### config.mk
export PLATFORM = sky130hd
export DESIGN_NAME = dmem_arbiter
export DESIGN_NICKNAME = d
export VERILOG_FILES = /design/src/rtl/dmem_arbiter.sv
export SDC_FILE = /design/constraint.sdc
export NUM_CORES = 1
export LEC_CHECK = 0
export BUFFER_PORTS_ARGS = -buffer_cell sky130_fd_sc_hd__clkbuf_2
export CAP_MARGIN = 10
export CORE_AREA = 2 2 79 81
export DETAILED_ROUTE_END_ITERATION = 10
export DIE_AREA = 0 0 81 83
export HOLD_SLACK_MARGIN = 0.08
export PLACE_DENSITY = 0.62
export SKIP_LAST_GASP = 1
export SYNTH_ARGS = -nofsm -noshare
export SYNTH_HDL_FRONTEND = slang
export SYNTH_SLANG_ARGS = --single-unit
### constraint.sdc
create_clock -name clk -period 3.69 [get_ports clk]
set_clock_uncertainty 0.15 [all_clocks]
set_input_delay 0.5535 -clock clk [delete_from_list [all_inputs] [get_ports clk]]
set_output_delay 0.5535 -clock clk [all_outputs]
set_load 0.05 [all_outputs]
### src/rtl/dmem_arbiter.sv
// rtl/dmem_arbiter.sv - two-port round-robin arbiter in front of the single-ported DMem controller
//
// Purpose:
//    Serializes word accesses from two bus masters onto one data memory.
//    Port 0 is the processor I/O controller and port 1 is the loader/DMA
//    master. Ties from idle go to the port that did not own memory last.
//    A contended owner keeps memory for at most BURST_MAX consecutive
//    cycles. An uncontended owner keeps it indefinitely.
//
// Parameters:
//    DBITS          data word width
//    DMEMINDEXBITS  word-index width
//    BURST_MAX      max consecutive owned cycles while the other port waits (1..256)
//
// Ports:
//    clk                    system clock, rising edge
//    reset                  asynchronous active-high reset
//    req0/req1              request, held with we/index/wdata until consumed
//    we0/we1                1 = write, 0 = read
//    index0/index1          word index
//    wdata0/wdata1          write data
//    gnt0/gnt1              grant, decoded from the owner state register
//    rvalid0/rvalid1        read data valid on rdata this cycle
//    rdata                  shared read-data bus (mem_rdata passed through)
//    mem_we                 write enable to DMem controller
//    mem_index              word index to DMem controller
//    mem_wdata              write data to DMem controller
//    mem_rdata              DMem read data, one cycle after the address

module dmem_arbiter #(
   parameter int DBITS         = 32,
   parameter int DMEMINDEXBITS = 11,
   parameter int BURST_MAX     = 4
) (
   input  logic                     clk,
   input  logic                     reset,
   input  logic                     req0,
   input  logic                     req1,
   input  logic                     we0,
   input  logic                     we1,
   input  logic [DMEMINDEXBITS-1:0] index0,
   input  logic [DMEMINDEXBITS-1:0] index1,
   input  logic [DBITS-1:0]         wdata0,
   input  logic [DBITS-1:0]         wdata1,
   output logic                     gnt0,
   output logic                     gnt1,
   output logic                     rvalid0,
   output logic                     rvalid1,
   output logic [DBITS-1:0]         rdata,
   output logic                     mem_we,
   output logic [DMEMINDEXBITS-1:0] mem_index,
   output logic [DBITS-1:0]         mem_wdata,
   input  logic [DBITS-1:0]         mem_rdata
);

   localparam int CNTW = (BURST_MAX > 1) ? $clog2(BURST_MAX) : 1;
   localparam logic [CNTW-1:0] CNT_MAX = CNTW'(BURST_MAX - 1);

   localparam logic [1:0] S_IDLE = 2'd0;
   localparam logic [1:0] S_OWN0 = 2'd1;
   localparam logic [1:0] S_OWN1 = 2'd2;

   logic [1:0]      r_state;
   logic [CNTW-1:0] r_cnt;
   logic            r_last;     // 1: port 1 owned last, so port 0 wins the next tie
   logic            r_rvalid0;
   logic            r_rvalid1;

   logic [1:0]      w_next_state;
   logic            w_acc0;
   logic            w_acc1;
   logic            w_burst_done;
   logic            w_enter_own;
   logic            w_stay_own;

   assign gnt0 = (r_state == S_OWN0);
   assign gnt1 = (r_state == S_OWN1);

   // A granted cycle with the request low is a dead cycle: no access at all.
   assign w_acc0 = gnt0 && req0;
   assign w_acc1 = gnt1 && req1;

   assign mem_we    = (w_acc0 && we0) || (w_acc1 && we1);
   assign mem_index = w_acc0 ? index0 : (w_acc1 ? index1 : '0);
   assign mem_wdata = w_acc0 ? wdata0 : (w_acc1 ? wdata1 : '0);

   assign rvalid0 = r_rvalid0;
   assign rvalid1 = r_rvalid1;
   assign rdata   = mem_rdata;

   // Tenure is only enforced when the other port is actually waiting.
   assign w_burst_done = (r_cnt == CNT_MAX);

   always_comb begin
      w_next_state = r_state;
      case (r_state)
         S_IDLE: begin
            if (req0 && req1)
               w_next_state = r_last ? S_OWN0 : S_OWN1;
            else if (req0)
               w_next_state = S_OWN0;
            else if (req1)
               w_next_state = S_OWN1;
            else
               w_next_state = S_IDLE;
         end
         S_OWN0: begin
            if (!req0)
               w_next_state = req1 ? S_OWN1 : S_IDLE;
            else if (req1 && w_burst_done)
               w_next_state = S_OWN1;
            else
               w_next_state = S_OWN0;
         end
         S_OWN1: begin
            if (!req1)
               w_next_state = req0 ? S_OWN0 : S_IDLE;
            else if (req0 && w_burst_done)
               w_next_state = S_OWN0;
            else
               w_next_state = S_OWN1;
         end
         default: w_next_state = S_IDLE;
      endcase
   end

   assign w_enter_own = (w_next_state != r_state) && (w_next_state != S_IDLE);
   assign w_stay_own  = (w_next_state == r_state) && (r_state != S_IDLE);

   always_ff @(posedge clk or posedge reset) begin
      if (reset) begin
         r_state   <= S_IDLE;
         r_cnt     <= '0;
         r_last    <= 1'b1;
         r_rvalid0 <= 1'b0;
         r_rvalid1 <= 1'b0;
      end else begin
         r_state   <= w_next_state;
         // Memory returns read data one cycle after the address, so the
         // valid flag is simply the read access delayed by one edge.
         r_rvalid0 <= w_acc0 && !we0;
         r_rvalid1 <= w_acc1 && !we1;
         if (w_enter_own) begin
            r_cnt  <= '0;
            r_last <= (w_next_state == S_OWN1);
         end else if (w_stay_own && !w_burst_done) begin
            // Saturate rather than wrap so a long solo tenure never
            // looks like a fresh one.
            r_cnt <= r_cnt + 1'b1;
         end
      end
   end

endmodule
After elaboration in Yosys (flattened, before gate mapping)

Index checks and enable logic that the tools add are counted.

Register bits: 7
Input bits: 124
Output and inout bits: 80
Word-level logic and storage cells: 48

$add $sub $neg: 1
Equal/unequal tests: 6
Multiplexer cells: 16
Reductions and logical operators: 20

Operator list:

| operator            | count |
|---|---|
| $mux 32             | 2 |
| $mux 11             | 2 |
| $mux 2              | 10 |
| $logic_and 1x1->1   | 12 |
| $eq 2x2->1 const B  | 3 |
| $pmux 2 s3          | 1 |
| $reduce_bool 2->1   | 3 |
| $logic_not 1->1     | 3 |
| $add 2x1->2 const B | 1 |
| $eq 2x1->1 const B  | 1 |
| $eq 2x2->1          | 1 |
| $logic_not 2->1     | 1 |
| $ne 2x2->1          | 1 |
| $logic_or 1x1->1    | 1 |
| $mux 1              | 1 |

Longest topological paths before layout

Depth in word-level cells: 10
Gate-level depth with buffers: 5
Mapped depth without buffers: 4

Worst setup path after synthesis

No wires, ideal clock.

Path type: input to output
From: input req1
To: output mem_index[2]
Arrival: 1411 ps
Required time: 2987 ps
Path slack: 1575 ps
Stages on the path: 4
Buffers on the path: 2
Cells stage by stage: and3b_1 buf_6 buf_4 a22o_1

Cells in the longest elaborated chain, start to end: 3

Ends and longest elaborated chain:

| element               | RTL line | source |
|---|---|---|
| start, declared       | 38       | `input logic req1,` |
| $logic_and 1x1->1     | 81       | `assign w_acc1 = gnt1 && req1;` |
| $mux 11 (2 in series) | 84       | `assign mem_index = w_acc0 ? index0 : (w_acc1 ? index1 : '0);` |
| end, declared         | 51       | `output logic [DMEMINDEXBITS-1:0] mem_index,` |

Every way passes these cells.

Worst setup path in the final report

From: register r_state[1]
To: output mem_wdata[3]

Cells in the longest elaborated chain, start to end: 4
Elaborated cells between the ends (all ways): 6
Classes of those cells: 2 x eq/ne; 2 x mux; 2 x reduce/logical

Ends and longest elaborated chain:

| element                | RTL line | source |
|---|---|---|
| start, declared        | 63       | `logic [1:0] r_state;` |
| start signal, assigned | 138      | `r_state <= w_next_state;` |
| $eq 2x2->1             | 77       | `assign gnt1 = (r_state == S_OWN1);` |
| $logic_and 1x1->1      | 81       |  |
| $mux 32                | 85       | `assign mem_wdata = w_acc0 ? wdata0 : (w_acc1 ? wdata1 : '0);` |
| $mux 32 *              | 85       |  |
| end, declared          | 52       | `output logic [DBITS-1:0] mem_wdata,` |

Every way passes the cells marked *; elsewhere a longest branch is shown, timed or not.

==> results.ini <==
[layout]
seq_area_sq_um=176.4
nFillCells=670
drive_gt1_share_pct=64.22
nets=358
area_growth_pct=40.65
diodes=0
multi_input_area_sq_um=639.4
final_cells=307

[yosys]
synthArstFlopShare_pct=100.0
synthAdderAreaFrac_pct=1.056
synth_nets=258
synth_cells=133
synth-simple-area-share_pct=10.77
synth_xor_xnor_area_share_pct=0
synth_top_area_share_pct=32.52
syn_area_per_cell_sq_um=8.909
ys_types=24
yosys.area.top_type=a22o_1
synth_area_sq_um=1185
synth-compound-area-share_pct=40.97
yosysSeqAreaShare_pct=14.89
synthMuxAreaShare_pct=0.9504
synth_top_family_by_area=compound AO/OA/AOI/OAI gates
yosysWarnings=0
ys_ff_latch=7
synth_area_leaders=a22o_1 33%, buf_4 23%, dfrtp_1 13%
synth-main-ff-cell=dfrtp_1
synth-edff-count=0

[drt]
routed_wl_mm=4.321
viasPerCell=4.515
drtPass1Iterations=4
drt-initial-drc-count=46
ant_nets=0
drc=0
num_vias=1386
routedWlPerCell_um=14.07

[power]
ir_worst_vdd_mv=0.1075
switching_share_pct=52.10
internal_power_uw=281.1
p_leak_nw=0.9686
combPwrFrac_pct=63.1
power.switching_uw=305.7
power.total_uw=586.7
seq_power_share_pct=17.9
clkPwrFrac_pct=19.0
powerDensity_nw_per_um2=352.0

[worst_setup_path]
max_stage_delay_ns=0.83
path_buf_inv=1
reg2reg_from=r_state[1]
crit_fanout=46
path_class=register to primary output
crit_required_ns=2.99
cp_slowest_cell=and3b_2
startpoint_type=register
critPathArrivalTime_ns=2.16
r2r_setup_slack_ns=1.67
path_depth=3
critical_path.top_delay_family=simple AND/OR/NAND/NOR gates
r2r_cells=3
r2r_end=r_cnt[1]
timing.critical_path.cells=and3b_2 -> a22o_1 -> clkbuf_2
setup.worst_path.end_class=primary output

[sta]
period_minus_slack_ns=2.865
rsz0062_at_grt=false
max_slew_margin_pct=44.92
max_freq_ghz=0.3491
tns_ns=0
hold_violations=0
max_slew.worst_pin.slew_ns=0.8263
fin_crit_sh_pct=77.63
setup_viol=0
final-max-slew-violation-count=0

[clock_network]
clock_path_buffers=2
cts.sink_count=7
cts_resized=0
insertion_delay_ns=0.23
cts_tree=yes
h-tree-depth=1
path_clk_slew_ns=0.05
cts_inserted_buffers=3
hold_buffers=0
cts_root_buffer=clkbuf_8
cts_setup_buffers=0

[global_routing]
grt_use_total_pct=11.52
grt_max_degree=47
grt_pass1_vias=1293
grt_first_pass_wirelength_mm=6.113
overflow=0
antenna_found_initial=0

[die]
start_util_pct=20.37
fp.dieArea_sq_um=6723
core-area_sq_um=5816
ioPinCount=204
die_x_um=81
fp.dieH_um=83
row_count=28

[place]
gp_congestion=0.7989
place_inst=303
dp_hpwl_mm=3.590
io_buffer_count=139

[min_path]
min_path_type=input port to async pin

[flow_run]
maxCapViolCount=0

[run_status]
outcome=finished, final reports clean

==> per-stage QoR <==
stage	instance area, sq um	setup slack (ns)	hold slack, ns	utilization (%)
6_report	1667	0.8253	0.09286	28.66
5_1_grt	1667	0.6937	0.1259	28.66
4_1_cts	1667	0.7931	0.1072	28.66
3_5_place_dp	1620	0.9497	0.3578	27.86
3_3_place_gp	1620	0.9897	0.3619	27.86
2_1_floorplan	1185	1.575	0.2062	-
==> how the worst max path moves through the flow <==
stage                     from            end  slack, ns
global route        r_state[1]  mem_wdata[15]       0.69
floorplan                 req1   mem_index[2]       1.58
finish              r_state[1]   mem_wdata[3]       0.83
detailed placement        req1   mem_wdata[8]       0.95
CTS                 r_state[1]   mem_wdata[8]       0.79
global placement          req0   mem_wdata[3]       0.99
==> cell families (layout without fill, tap and decap cells) <==
kind of cell,after synthesis,in the layout
fa+ha+maj,1,1
simple gates,19,19
flops,7,7
buf+inv,48,147
compound gates,57,57
mux,1,1
==> Yosys cell counts, types with 2 or more instances <==
| master | instances |
|---|---|
| a22o_1 | 44 |
| buf_4 | 37 |
| buf_6 | 7 |
| dfrtp_1 | 6 |
| nor2b_1 | 6 |
| inv_1 | 4 |
| o21ai_0 | 4 |
| and3b_1 | 3 |
| a21oi_1 | 2 |
| a221oi_2 | 2 |
| nand3_1 | 2 |
| nand4bb_1 | 2 |
| nor3_1 | 2 |
| o211ai_1 | 2 |
==> cell type report <==
type                       count  area share (%)
clock buffer                   3           2.477
inverter                       4          0.9009
tap                           75           5.631
sequential                     7           10.59
multi-input combinational     78           38.36
clock inverter                 1          0.3003
timing repair buffer         139           41.74
==> state kept, by name, summed over array words and instances, names as in the netlist <==
register	flops
r_cnt	2
r_state	2
r_last	1
rvalid0	1
rvalid1	1
==> power groups by stage <==
stage	logic [mW]	registers, mW	clock network, mW
global placement	0.371	0.105	0
global route	0.396	0.107	0.121
CTS	0.374	0.105	0.115
finish	0.370	0.105	0.111
detailed placement	0.374	0.106	0
floorplan	0.382	0.101	0
==> layout by cell type (no fill, tap or decap), drive strengths merged, types with 2 or more instances in the layout <==
cell / count
o21ai: 4
inv: 4
nand3: 2
a221oi: 2
nand4bb: 2
clkbuf: 142
a21oi: 2
nor2b: 6
dfrtp: 6
o211ai: 2
a22o: 44
and3b: 3
nor3: 2
==> worst reg2reg max path: cells and delay by family (launching register included) <==
family / cells / cell delay (ns)
DFF: 1 / 0.50
and+or+nand+nor: 1 / 0.84
AOI/OAI and AO/OA: 2 / 0.46
==> routing by layer <==
layer	share of wire (%)	routed length, um	track usage [%]	vias up
met1	37	1579	12.43	626
met4	1.7	73	5.085	0
met2	53	2271	21.71	76
met3	9.2	396	1.304	10
li1	-	-	-	674
met5	0	0	0	-
No activity file was read; power rests on OpenSTA's default activity.
